--- src/rtl/gpio_uart_pkg.sv ---
// Shared definitions for the GPIO-to-UART bridge.
//   uart_state_t         : TX framing FSM states
//   UART_DATA_ADDR       : default data register address (byte writes are queued)
//   UART_CTRL_ADDR       : default control register address (a write clears overflow)
//   DEFAULT_CLKS_PER_BIT : 50 MHz clock / 115200 baud
package gpio_uart_pkg;

   typedef enum logic [1:0] {
      IDLE  = 2'd0,
      START = 2'd1,
      DATA  = 2'd2,
      STOP  = 2'd3
   } uart_state_t;

   localparam logic [31:0] UART_DATA_ADDR       = 32'h0000_4000;
   localparam logic [31:0] UART_CTRL_ADDR       = UART_DATA_ADDR + 32'd1;
   localparam int unsigned DEFAULT_CLKS_PER_BIT = 434;

endpackage

--- src/rtl/gpio_uart_bridge_fifo.sv ---
// sync_fifo: single-clock FIFO that holds the bytes waiting for the UART.
//   clk   in  rising-edge clock
//   rst   in  synchronous active-low reset (empties the FIFO)
//   push  in  write request, din captured at the edge
//   din   in  WIDTH-bit write data
//   pop   in  read request, dout is consumed at the edge
//   dout  out head entry (combinational read of the registered read pointer)
//   full  out count == DEPTH
//   empty out count == 0
//   count out entries held, $clog2(DEPTH)+1 bits
//
// Handshake: a pop is honoured whenever the FIFO is non-empty. A push is
// honoured when the FIFO is not full, or when it is full and an honoured pop
// frees the head slot in the same cycle; otherwise the push is discarded.
module sync_fifo #(
   parameter int unsigned WIDTH = 8,
   parameter int unsigned DEPTH = 16
) (
   input  logic                       clk,
   input  logic                       rst,
   input  logic                       push,
   input  logic [WIDTH-1:0]           din,
   input  logic                       pop,
   output logic [WIDTH-1:0]           dout,
   output logic                       full,
   output logic                       empty,
   output logic [$clog2(DEPTH):0]     count
);

   localparam int unsigned AW = $clog2(DEPTH);
   localparam logic [AW:0] FULL_CNT = (AW+1)'(DEPTH);

   logic [WIDTH-1:0] mem [DEPTH];
   logic [AW-1:0]    wr_ptr;
   logic [AW-1:0]    rd_ptr;
   logic             do_push;
   logic             do_pop;

   assign full    = (count == FULL_CNT);
   assign empty   = (count == '0);
   assign do_pop  = pop && !empty;
   assign do_push = push && (!full || do_pop);
   assign dout    = mem[rd_ptr];

   // Storage carries no reset; only the pointers and count define validity.
   always_ff @(posedge clk) begin
      if (do_push) begin
         mem[wr_ptr] <= din;
      end
   end

   // Pointers are exactly AW bits so they wrap at DEPTH (a power of two).
   always_ff @(posedge clk) begin
      if (!rst) begin
         wr_ptr <= '0;
         rd_ptr <= '0;
         count  <= '0;
      end else begin
         if (do_push) begin
            wr_ptr <= wr_ptr + 1'b1;
         end
         if (do_pop) begin
            rd_ptr <= rd_ptr + 1'b1;
         end
         case ({do_push, do_pop})
            2'b10:   count <= count + 1'b1;
            2'b01:   count <= count - 1'b1;
            default: count <= count;
         endcase
      end
   end

endmodule

--- src/rtl/gpio_uart_bridge.sv ---
// gpio_uart_bridge: turns processor GPIO byte writes into UART 8N1 output.
//   clk        in  rising-edge clock
//   rst        in  synchronous active-low reset
//   GPIOaddr   in  32-bit write address
//   GPIO       in  write data byte
//   GPIOEn     in  write strobe, one write per cycle
//   tx         out UART serial line, idles high, registered
//   busy       out frame in flight or bytes buffered, registered
//   overflow   out sticky, a data write was dropped on a full FIFO
//   fifo_count out bytes buffered
//   dbg_state  out current TX FSM state
//
// A write to BASE_ADDR queues GPIO; a write to BASE_ADDR+1 clears overflow.
module gpio_uart_bridge
   import gpio_uart_pkg::*;
#(
   parameter int unsigned CLKS_PER_BIT = DEFAULT_CLKS_PER_BIT,
   parameter int unsigned FIFO_DEPTH   = 16,
   parameter logic [31:0] BASE_ADDR    = UART_DATA_ADDR
) (
   input  logic                          clk,
   input  logic                          rst,
   input  logic [31:0]                   GPIOaddr,
   input  logic [7:0]                    GPIO,
   input  logic                          GPIOEn,
   output logic                          tx,
   output logic                          busy,
   output logic                          overflow,
   output logic [$clog2(FIFO_DEPTH):0]   fifo_count,
   output uart_state_t                   dbg_state
);

   localparam int unsigned        BAUD_W    = (CLKS_PER_BIT > 1) ? $clog2(CLKS_PER_BIT) : 1;
   localparam logic [BAUD_W-1:0]  BAUD_LAST = BAUD_W'(CLKS_PER_BIT - 1);
   localparam logic [31:0]        CTRL_ADDR = BASE_ADDR + 32'd1;

   uart_state_t       state, state_n;
   logic [BAUD_W-1:0] baud_cnt, baud_n;
   logic [2:0]        bit_idx, bit_n;
   logic [7:0]        shift, shift_n;
   logic              tx_n;
   logic              busy_n;

   logic              data_wr;
   logic              ctrl_wr;
   logic              fifo_pop;
   logic              fifo_full;
   logic              fifo_empty;
   logic [7:0]        fifo_dout;

   assign data_wr   = GPIOEn && (GPIOaddr == BASE_ADDR);
   assign ctrl_wr   = GPIOEn && (GPIOaddr == CTRL_ADDR);
   assign dbg_state = state;

   sync_fifo #(
      .WIDTH (8),
      .DEPTH (FIFO_DEPTH)
   ) u_fifo (
      .clk   (clk),
      .rst   (rst),
      .push  (data_wr),
      .din   (GPIO),
      .pop   (fifo_pop),
      .dout  (fifo_dout),
      .full  (fifo_full),
      .empty (fifo_empty),
      .count (fifo_count)
   );

   // A write is only lost when the FIFO is full and no pop frees a slot.
   always_ff @(posedge clk) begin
      if (!rst) begin
         overflow <= 1'b0;
      end else if (ctrl_wr) begin
         overflow <= 1'b0;
      end else if (data_wr && fifo_full && !fifo_pop) begin
         overflow <= 1'b1;
      end
   end

   // The FSM only ever looks at the registered FIFO state, so a byte written at
   // edge E is popped at E+1 and tx (registered from state) falls at E+2.
   always_comb begin
      state_n  = state;
      baud_n   = baud_cnt;
      bit_n    = bit_idx;
      shift_n  = shift;
      fifo_pop = 1'b0;
      case (state)
         IDLE: begin
            if (!fifo_empty) begin
               fifo_pop = 1'b1;
               shift_n  = fifo_dout;
               baud_n   = '0;
               state_n  = START;
            end
         end
         START: begin
            if (baud_cnt == BAUD_LAST) begin
               baud_n  = '0;
               bit_n   = 3'd0;
               state_n = DATA;
            end else begin
               baud_n = baud_cnt + 1'b1;
            end
         end
         DATA: begin
            if (baud_cnt == BAUD_LAST) begin
               baud_n  = '0;
               shift_n = {1'b0, shift[7:1]};
               if (bit_idx == 3'd7) begin
                  state_n = STOP;
               end else begin
                  bit_n = bit_idx + 1'b1;
               end
            end else begin
               baud_n = baud_cnt + 1'b1;
            end
         end
         STOP: begin
            if (baud_cnt == BAUD_LAST) begin
               baud_n  = '0;
               state_n = IDLE;
            end else begin
               baud_n = baud_cnt + 1'b1;
            end
         end
         default: begin
            state_n = IDLE;
         end
      endcase
   end

   // Line level and busy are derived from the current state and registered,
   // which puts both one cycle behind the state register.
   always_comb begin
      case (state)
         START:   tx_n = 1'b0;
         DATA:    tx_n = shift[0];
         default: tx_n = 1'b1;
      endcase
      busy_n = (state != IDLE) || (fifo_count != '0);
   end

   always_ff @(posedge clk) begin
      if (!rst) begin
         state    <= IDLE;
         baud_cnt <= '0;
         bit_idx  <= 3'd0;
         shift    <= 8'h00;
         tx       <= 1'b1;
         busy     <= 1'b0;
      end else begin
         state    <= state_n;
         baud_cnt <= baud_n;
         bit_idx  <= bit_n;
         shift    <= shift_n;
         tx       <= tx_n;
         busy     <= busy_n;
      end
   end

endmodule

--- config.mk ---
export PLATFORM = sky130hd
export DESIGN_NAME = gpio_uart_bridge
export DESIGN_NICKNAME = d
export VERILOG_FILES = /design/src/rtl/gpio_uart_pkg.sv /design/src/rtl/gpio_uart_bridge_fifo.sv /design/src/rtl/gpio_uart_bridge.sv
export SDC_FILE = /design/constraint.sdc
export NUM_CORES = 1
export LEC_CHECK = 0
export CORE_UTILIZATION = 30
export DETAILED_ROUTE_END_ITERATION = 7
export PLACE_DENSITY_LB_ADDON = 0.08
export SLEW_MARGIN = 25
export SYNTH_ARGS = -nofsm -noshare
export SYNTH_HDL_FRONTEND = slang
export SYNTH_SLANG_ARGS = --single-unit
--- constraint.sdc ---
create_clock -name clk -period 3.3 [get_ports clk]
set_input_delay 0.66 -clock clk [delete_from_list [all_inputs] [get_ports clk]]
set_output_delay 0.66 -clock clk [all_outputs]
set_load 0.01 [all_outputs]
==> metrics.csv, run 1 <==
stage;metric;value;unit
status;status;finished clean;
synthesis;synth.distinct_cells;50;
synthesis;syn-cell-area;7160;sq um
clock_tree;clock-root-buffer;clkbuf_16;
timing;hold_viol;0;
global_routing;grt_antenna_before_repair;0;
route;dr.pass1.iters;4;
die;num_rows;56;
route;wire_per_inst;18.7;um
route;vias;4023;
clock_tree;clock_latency;420;ps
placed_design;pre_cts_ws;6.56;ps
placed_design;dp_cells;829;
global_routing;grt.total_usage;14.2;%
timing;fin_skew;9.30;ps
critical_path;cp_max_fo;5;
critical_path;r2r_end;u_fifo.count[4];
critical_path;crit_required;3660;ps
timing;tightest_slew;622;ps
clock_tree;clock-sinks;170;
synthesis;ys_async_sr_fraction;0;%
synthesis;synth_compound_area_share;4.56;%
clock_tree;postCtsSetupBuffers;0;
critical_path;rr_startpoint;u_fifo.count[0];
critical_path;cp.arrival;3160;ps
power;leakagePower;3.01;nW
critical_path;path_common_cell;a21oi_1;
die;dieHeight;156;um
final_layout;drive_gt1_share;20.5;%
synthesis;synth_nets;510;
power;powerDensity;696;nW/um^2
critical_path;crit_start;GPIOaddr[21];
placed_design;hpwl;11000;um
timing;fmax;356;MHz
clock_tree;cts_tree;yes;
synthesis;synth_seq_cells;170;
critical_path;cp_cell_sequence;clkdlybuf4s50_1 -> nor4b_1 -> nand4_1 -> nor4_4 -> nor2_1 -> ha_1 -> a21o_1 -> a21oi_1 -> nor4_2 -> a21oi_1 -> mux2i_1;
synthesis;synth-seq-area-share;65.4;%
die;fp.dieArea;24500;sq um
synthesis;synth_ff_type;edfxtp_1;
synthesis;syn_inst;449;
critical_path;worst_setup_path_start_kind;input port;
hold_path;hold_class;register to register;
die;core-area;23400;sq um
critical_path;end_kind;register;
synthesis;synthAdderAreaFrac;3.25;%
synthesis;synth.mux.area_fraction;14.5;%
synthesis;synth-edff-count;128;
clock_tree;clkTransAtPathRegs;70;ps
synthesis;avgSynthCellArea;15.9;sq um
global_routing;grt-ovfl-total;0;
synthesis;synth_warnings;0;
die;pin_count;53;
placed_design;routabilityCongestion;0.755;
final_layout;final_area;9020;sq um
route;drt-total-wl;16100;um
global_routing;grt_pass1_wl;24800;um
run;maxCapViolCount;0;
critical_path;reg2reg_slack;750;ps
timing;layout_setup_ws;495;ps
critical_path;rr_worst_depth;9;
route;ant_nets;0;
final_layout;nets;590;
timing;fin_crit_sh;85.0;%
final_layout;layout_commonest_cell;edfxtp_1;
hold_path;hold_depth;2;
timing;period_needed;2810;ps
final_layout;area.growth.synth_to_final;26.0;%
synthesis;synth_xor_area_share;0.856;%
timing;maxSlewHeadroom;58.4;%
final_layout;instances_no_fill;861;
power;peakVddDrop;0.334;mV
clock_tree;ctsHoldBuffers;0;
global_routing;grt_pass1_vias;4176;
route;drt_iter0_drc;178;
timing;tns;0;ps
timing;setup_viol;0;
clock_tree;cts_buffers;17;
die;die_x;156;um
critical_path;criticalPathCategory;input port to register;
critical_path;max_stage_delay;410;ps
critical_path;cp-endpoint;u_fifo.count[4];
clock_tree;cts_resized;0;
synthesis;synthSimpleGateAreaFrac;9.61;%
final_layout;final_cell_mix;128 x edfxtp_1, 52 x clkdlybuf4s50_1, 41 x dfxtp_1, 40 x mux4_2, 29 x nand2_1;
placed_design;io_buffer_count;52;
timing;report.final.slew_viol_count;0;
route;drc;0;
clock_tree;clockBufferDepth;2;
synthesis;synth_top_family_by_area;multiplexers;
clock_tree;cts_htree_levels;4;
route;routed_via_density;4.67;
final_layout;n_antenna_cell;0;
placed_design;placedInstanceArea;8420;sq um
critical_path;crit_slowest_cell;clkdlybuf4s50_1;
die;initial_core_util;30.6;%
timing;rsz0062_at_grt;false;
global_routing;grt_max_degree;30;
## worst min-delay path by stage
stage / start / to / slack [ps]
4_1_cts: shift[0] / tx / 480
2_1_floorplan: shift[7] / shift[7] / 430
3_5_place_dp: shift[0] / tx / 460
3_3_place_gp: shift[7] / shift[7] / 450
6_report: shift[0] / tx / 480
5_1_grt: bit_idx[0] / bit_idx[0] / 520
## area by class of cell
type / instances / area (sq um)
fillers: 2195 / 14400
flip-flops and latches: 170 / 4690
multi-input cells: 247 / 2340
repair buffers: 79 / 936
clock buffers: 18 / 429
well taps: 319 / 399
clock inverters: 14 / 175
inverters: 14 / 52.6
## routing by layer
metal | track usage (%) | vias to the layer above | wire, um
met4 | 3.78 | 0 | 112
met2 | 24.0 | 51 | 8140
li1 | - | 1906 | -
met5 | 0 | - | 0
met3 | 3.24 | 11 | 433
met1 | 18.3 | 2055 | 7410
## registers in the layout (all words and copies together) (netlist names), named ones only
name           flops
baud_cnt           9
bit_idx            3
busy               1
dbg_state          2
overflow           1
shift              8
tx                 1
u_fifo.count       5
u_fifo.mem       128
u_fifo.rd_ptr      4
u_fifo.wr_ptr      4
## critical path: cells and delay by family
family / cells / cell delay, ps
and+or+nand+nor: 5 / 1040
buffers and inverters: 1 / 410
muxes: 1 / 180
AOI/OAI and AO/OA: 3 / 550
adders and majority gates: 1 / 320
## stage by stage
stage / total power (W) / hold WS [ps] / util (%)
2_1_floorplan: 0.00376 / 434 / -
6_report: 0.00628 / 478 / 38.6
3_3_place_gp: 0.00430 / 453 / 36.0
3_5_place_dp: 0.00432 / 465 / 36.0
4_1_cts: 0.00638 / 484 / 38.6
5_1_grt: 0.00663 / 520 / 38.6
## kinds of logic (layout without fill, tap and decap cells)
logic type      Yosys count  in the layout
simple gates            117            117
xor+xnor                  7              7
compound gates           52             52
buf+inv                  32            125
fa+ha+maj                18             18
flops                   170            170
mux                      53             53
## cell usage after synthesis (4+ instances only)
cell	count	area, sq um
and2_1	27	169
nand2_1	29	109
a21boi_0	4	30.0
nand3_1	11	55.1
inv_1	14	52.6
o21ai_0	19	95.1
xnor2_1	6	52.6
buf_2	4	20.0
nor4_1	4	25.0
a21oi_1	15	75.1
mux2i_1	11	110
mux4_2	40	901
nor2_1	11	41.3
ha_1	17	213
dfxtp_1	42	841
clkbuf_1	11	41.3
edfxtp_1	128	3840
## where the power goes
group	switching, W	internal (W)
registers	0.000122	0.00241
logic	0.000866	0.000834
clock network	0.000900	0.00115
Note: power is estimated with default switching activity, not from simulation.
==> run 2, diff against run 1 <==
--- a/config.mk
+++ b/config.mk
@@ -5,10 +5,13 @@
 export SDC_FILE = /design/constraint.sdc
 export NUM_CORES = 1
 export LEC_CHECK = 0
+export CORE_MARGIN = 2
 export CORE_UTILIZATION = 30
 export DETAILED_ROUTE_END_ITERATION = 7
 export PLACE_DENSITY_LB_ADDON = 0.08
+export SETUP_SLACK_MARGIN = 0.2
 export SLEW_MARGIN = 25
 export SYNTH_ARGS = -nofsm -noshare
 export SYNTH_HDL_FRONTEND = slang
+export SYNTH_HIERARCHICAL = 1
 export SYNTH_SLANG_ARGS = --single-unit
==> metrics.csv, run 2 <==
stage;metric;value;unit
route;drt-total-wl;16600;um
die;num_rows;57;
critical_path;crit_required;3670;ps
die;die_x;161;um
final_layout;layout_commonest_cell;edfxtp_1;
critical_path;cp_max_fo;4;
final_layout;instances_no_fill;902;
clock_tree;postCtsSetupBuffers;0;
power;leakagePower;3.11;nW
critical_path;cp.arrival;3330;ps
final_layout;largest_reg_flops;128;
critical_path;end_kind;register;
global_routing;grt.total_usage;13.5;%
synthesis;synth_compound_area_share;8.77;%
placed_design;io_buffer_count;52;
synthesis;yosys-top-cells-count;128 x edfxtp_1, 42 x dfxtp_1, 32 x mux4_2;
timing;fmax;337;MHz
power;powerDensity;563;nW/um^2
route;drt_iter0_drc;297;
final_layout;final_cell_mix;128 x edfxtp_1, 52 x clkdlybuf4s50_1, 41 x dfxtp_1, 32 x mux4_2, 27 x nand2_1;
clock_tree;cts_tree;yes;
timing;layout_setup_ws;337;ps
die;pin_count;53;
synthesis;yosysTopAreaCell;edfxtp_1;
final_layout;top_register;u_fifo/mem;
route;ant_nets;0;
synthesis;yosysMostFrequentCell;edfxtp_1;
route;wire_per_inst;18.4;um
critical_path;worst_setup_path_start_kind;input port;
clock_tree;cts_htree_levels;4;
synthesis;synth_warnings;6;
clock_tree;cts_buffers;17;
synthesis;synth_top_family_by_area;multiplexers;
placed_design;pre_cts_ws;-194;ps
timing;setup_viol;0;
critical_path;max_stage_delay;510;ps
timing;hold_viol;0;
critical_path;criticalPathCategory;input port to register;
global_routing;grt_pass1_vias;4403;
placed_design;dp_cells;870;
global_routing;grt-ovfl-total;0;
final_layout;largestRegisters;u_fifo/mem x128, baud_cnt x9, shift x8;
timing;report.final.slew_viol_count;0;
synthesis;synth-seq-area-share;63.6;%
synthesis;syn-cell-area;7360;sq um
timing;fin_crit_sh;89.8;%
synthesis;synth_top_area_share;52.2;%
timing;rsz0062_at_grt;true;
global_routing;grt_antenna_before_repair;0;
global_routing;grt_busiest_layer;met2;
clock_tree;clockBufferDepth;2;
global_routing;grt_max_degree;34;
synthesis;synth_nets;542;
route;dr.pass1.iters;4;
final_layout;nFillCells;2279;
status;status;finished clean;
synthesis;synth_ff_type;edfxtp_1;
synthesis;synth.distinct_cells;61;
synthesis;synth-edff-count;128;
timing;maxSlewHeadroom;40.8;%
final_layout;drive_gt1_share;22.8;%
global_routing;gr-usage-met3;2.79;%
global_routing;grt_pass1_wl;26200;um
placed_design;routabilityCongestion;0.703;
synthesis;synthTopCellsByArea;edfxtp_1 52%, dfxtp_1 11%, mux4_2 9.8%;
run;maxCapViolCount;0;
timing;fin_skew;12.5;ps
die;initial_core_util;30.5;%
synthesis;synth_seq_cells;170;
route;drc;0;
global_routing;met2_usage;21.8;%
clock_tree;clock-root-buffer;clkbuf_16;
final_layout;multiInputGateArea;2520;sq um
power;peakVddDrop;0.282;mV
clock_tree;clock-sinks;170;
critical_path;path_common_cell;nand4_1;
final_layout;n_antenna_cell;0;
die;core-area;24200;sq um
synthesis;syn_inst;481;
synthesis;synthSimpleGateAreaFrac;9.38;%
critical_path;cp_cell_sequence;clkdlybuf4s50_1 -> nor4_1 -> nand4_1 -> or2_2 -> nor2_2 -> nor2b_1 -> o21ai_4 -> inv_2 -> ha_1 -> nor2_1 -> a21oi_2 -> or4_1 -> nand4_1;
final_layout;seqCellArea;4690;sq um
hold_path;hold_class;register to register;
timing;hold-worst-slack;462;ps
synthesis;synth_xor_area_share;0.476;%
route;vias;4314;
timing;tightest_slew;887;ps
timing;period_needed;2960;ps
synthesis;avgSynthCellArea;15.3;sq um
power;total_power;0.00518;W
final_layout;nets;626;
synthesis;ys_async_sr_fraction;0;%
critical_path;crit_slowest_cell;or4_1;
die;fp.dieArea;25800;sq um
final_layout;area.growth.synth_to_final;25.0;%
clock_tree;clock_latency;430;ps
synthesis;synth.mux.area_fraction;12.1;%
synthesis;synthAdderAreaFrac;3.16;%
timing;tns;0;ps
clock_tree;clkTransAtPathRegs;70;ps
die;dieHeight;161;um
placed_design;hpwl;11200;um
route;routed_via_density;4.78;
global_routing;grt_use_met1;18.6;%
[run 2: changes by cell type in the layout (fill, tap and decap cells not counted), sizes merged, moves of 7 or more]
cell    delta
a211oi     +8
mux4       -8
o21ai     -14
buf       +11
nand3      -7
a22oi     +16
[run 2: repair_timing]
item                                    in CTS  in global routing
gates resized for setup                      0                  5
endpoints found under the setup margin       0                 59
hold buffers                                 0                  0
[run 2: worst paths after layout]
| check | start | end | slack (ps) | cells past startpoint |
|---|---|---|---|---|
| setup / recovery | GPIOaddr[29] | u_fifo/count[4] | 340 | 13 |
| hold / removal | bit_idx[2] | bit_idx[2] | 460 | 2 |
| setup reg to reg | u_fifo/count[0] | u_fifo/count[4] | 510 | 11 |
| hold reg to reg | bit_idx[2] | bit_idx[2] | 460 | 2 |
[run 2: critical path: cells and delay by family]
kind | cells | cell delay (ps)
AO/OA/AOI/OAI | 2 | 140
AND/OR/NAND/NOR | 8 | 1760
buffers and inverters | 2 | 480
adder cells (fa/ha/maj) | 1 | 290
[run 2: metrics by stage]
stage | cell area [sq um] | utilization, %
after floorplan | 7360 | -
after global placement | 8600 | 35.6
after detailed placement | 8600 | 35.6
after CTS | 9180 | 38.0
after global routing | 9200 | 38.1
final | 9200 | 38.1
[run 2: cells by family after synthesis]
family / after synthesis
flops: 170
simple gates: 123
compound gates: 77
mux: 49
buf+inv: 40
fa+ha+maj: 18
xor+xnor: 4
[run 2: power by group]
group          internal (W)  total (W)  leakage (nW)  switching (W)
registers           0.00235    0.00240          1.49      0.0000454
logic              0.000379   0.000851          1.33       0.000472
clock network       0.00101    0.00193         0.283       0.000916
[run 2: cell type report]
| cell class | instances | area share (%) |
|---|---|---|
| tap | 324 | 4.41 |
| sequential | 170 | 50.9 |
| timing repair buffer | 90 | 10.4 |
| multi-input combinational | 271 | 27.4 |
| clock inverter | 14 | 1.60 |
| inverter | 15 | 0.612 |
| clock buffer | 18 | 4.66 |
[run 2: layer usage]
| layer | part of all wire [%] | up-vias |
|---|---|---|
| met5 | 0 | - |
| met4 | 1.2 | 0 |
| met3 | 2.4 | 18 |
| met2 | 49 | 56 |
| met1 | 47 | 2186 |
| li1 | - | 2054 |
==> run 3, diff against run 2 <==
--- a/config.mk
+++ b/config.mk
@@ -5,9 +5,11 @@
 export SDC_FILE = /design/constraint.sdc
 export NUM_CORES = 1
 export LEC_CHECK = 0
+export ABC_AREA = 1
 export CORE_MARGIN = 2
 export CORE_UTILIZATION = 30
 export DETAILED_ROUTE_END_ITERATION = 7
+export HOLD_SLACK_MARGIN = 0.06
 export PLACE_DENSITY_LB_ADDON = 0.08
 export SETUP_SLACK_MARGIN = 0.2
 export SLEW_MARGIN = 25
==> metrics.csv, run 3 <==
stage;metric;value;unit
status;status;finished clean;
route;wire_per_inst;15.4;um
clock_tree;clock_latency;440;ps
synthesis;yosys-top-cells-count;128 x edfxtp_1, 127 x nand2_1, 111 x inv_1;
clock_tree;postCtsSetupBuffers;0;
clock_tree;cts_htree_levels;4;
timing;period_needed;2630;ps
final_layout;layout_commonest_cell;edfxtp_1;
critical_path;crit_start;GPIOaddr[4];
final_layout;largest_reg_flops;128;
final_layout;largestRegisters;u_fifo/mem x128, baud_cnt x9, shift x8;
clock_tree;clock-root-buffer;clkbuf_16;
synthesis;synth_seq_cells;170;
clock_tree;clock-sinks;170;
die;die_x;165;um
route;vias;5618;
critical_path;cp_max_fo;3;
clock_tree;cts_buffers;17;
timing;tns;0;ps
die;core-area;25800;sq um
power;peakVddDrop;0.319;mV
power;leakagePower;3.52;nW
final_layout;nets;927;
synthesis;syn-cell-area;7810;sq um
timing;rsz0062_at_grt;false;
placed_design;io_buffer_count;52;
power;pwr-share-seq;48.8;%
die;pin_count;53;
power;p_sw;0.00125;W
critical_path;criticalPathCategory;input port to register;
synthesis;synth.distinct_cells;40;
synthesis;synth_ff_type;edfxtp_1;
critical_path;cp.arrival;2960;ps
clock_tree;clkTransAtPathRegs;70;ps
synthesis;yosysTopAreaCell;edfxtp_1;
timing;fin_skew;13.9;ps
synthesis;synth-seq-area-share;60.0;%
final_layout;drive_gt1_share;9.10;%
global_routing;grt-ovfl-total;0;
route;routed_via_density;4.63;
critical_path;rr_startpoint;dbg_state[0];
die;fp.dieArea;27300;sq um
run;maxCapViolCount;0;
hold_path;hold_class;register to register;
timing;fmax;380;MHz
final_layout;area.growth.synth_to_final;20.3;%
global_routing;grt_pass1_vias;5498;
final_layout;final_cell_mix;128 x edfxtp_1, 127 x nand2_1, 111 x inv_1, 95 x nor2_1, 66 x nand3_1;
power;sw_frac_of_total;25.8;%
timing;maxSlewHeadroom;44.5;%
clock_tree;cts_resized;0;
route;ant_nets;0;
die;dieHeight;165;um
synthesis;synth-edff-count;128;
synthesis;synth_nets;859;
synthesis;avgSynthCellArea;9.78;sq um
timing;setup_viol;0;
synthesis;synth_top_area_share;49.2;%
route;drc;0;
clock_tree;cts_tree;yes;
power;internal_power;0.00361;W
placed_design;hpwl;12900;um
final_layout;instances_no_fill;1214;
die;num_rows;59;
final_layout;n_antenna_cell;0;
timing;report.final.slew_viol_count;0;
die;initial_core_util;30.2;%
critical_path;crit_required;3630;ps
timing;fin_crit_sh;79.7;%
route;drt-total-wl;18700;um
power;power.share.clock;41.5;%
hold_path;hold_path_startpoint;overflow;
critical_path;worst_setup_path_start_kind;input port;
placed_design;dp_cells;1182;
global_routing;grt_antenna_before_repair;0;
power;powerDensity;518;nW/um^2
route;dr.pass1.iters;6;
synthesis;synth_warnings;6;
synthesis;yosysMostFrequentCell;edfxtp_1;
synthesis;syn_inst;798;
synthesis;synthTopCellsByArea;edfxtp_1 49%, dfxtp_1 11%, nand2_1 6.1%;
route;drt_iter0_drc;367;
global_routing;grt_max_degree;62;
global_routing;grt_pass1_wl;29800;um
power;comb_power_share;9.6;%
timing;hold_viol;0;
clock_tree;ctsHoldBuffers;0;
critical_path;end_kind;register;
global_routing;grt.total_usage;14.5;%
synthesis;ys_async_sr_fraction;0;%
clock_tree;clockBufferDepth;2;
timing;tightest_slew;830;ps
final_layout;top_register;u_fifo/mem;
placed_design;routabilityCongestion;0.788;
[run 3: power groups by stage]
stage          logic, W  registers (W)  clock network, W
2_1_floorplan  0.000296        0.00242                 0
3_3_place_gp   0.000463        0.00242                 0
3_5_place_dp   0.000476        0.00242                 0
4_1_cts        0.000476        0.00237           0.00208
5_1_grt        0.000541        0.00238           0.00215
6_report       0.000468        0.00238           0.00202
[run 3: worst max-delay path: stages]
cell and delay [ps]:
clkdlybuf4s50_1 430, nor4_1 330, nand4_1 140, nor2_1 170, inv_1 140, nand2_4 120, inv_1 80, ha_1 320
a21oi_1 210, nand3_1 100, nand2_1 90, nand3_1 70, nand2_1 60, nor2_1 40
[run 3: path summary, 6_finish.rpt]
path                                   endpoint  slack [ps]  depth (start not counted)
worst max-delay path            u_fifo/count[4]         670                         14
worst min-delay path                   overflow         450                          2
worst max register to register  u_fifo/count[4]         710                         13
worst min register to register         overflow         450                          2
[run 3: per-layer routing]
layer / GRT usage (%) / part of all wire [%] / up-vias
li1: - / - / 2815
met1: 19.7 / 48 / 2678
met2: 23.5 / 47 / 109
met3: 2.60 / 4.0 / 16
met4: 4.94 / 1.6 / 0
met5: 0 / 0 / -
[run 3: cells by family (layout without fill, tap and decap cells)]
group	after synthesis	after routing	synth area share, %
AND/OR/NAND/NOR	315	315	17.7
flip-flops	170	170	60.0
buffers and inverters	147	228	7.85
AO/OA/AOI/OAI	138	138	10.2
adder cells (fa/ha/maj)	18	18	2.98
multiplexers	7	7	0.898
XOR/XNOR	3	3	0.337
[run 3: final cells by class]
type                       count  area (sq um)
clock inverter                15           175
inverter                     116           440
tap                          335           419
clock buffer                  17           425
fill                        2642         16400
sequential                   170          4690
timing repair buffer          80           731
multi-input combinational    481          2510
[run 3: per-stage QoR]
| stage | power (W) | area, sq um | utilization [%] | worst slack (ps) | hold WS [ps] |
|---|---|---|---|---|---|
| final | 0.00486 | 9390 | 36.3 | 669 | 453 |
| after global routing | 0.00508 | 9390 | 36.3 | 434 | 503 |
| after CTS | 0.00493 | 9390 | 36.3 | 659 | 457 |
| after detailed placement | 0.00290 | 8790 | 34.0 | 195 | 443 |
| after global placement | 0.00288 | 8790 | 34.0 | 257 | 435 |
| after floorplan | 0.00272 | 7810 | - | 824 | 431 |
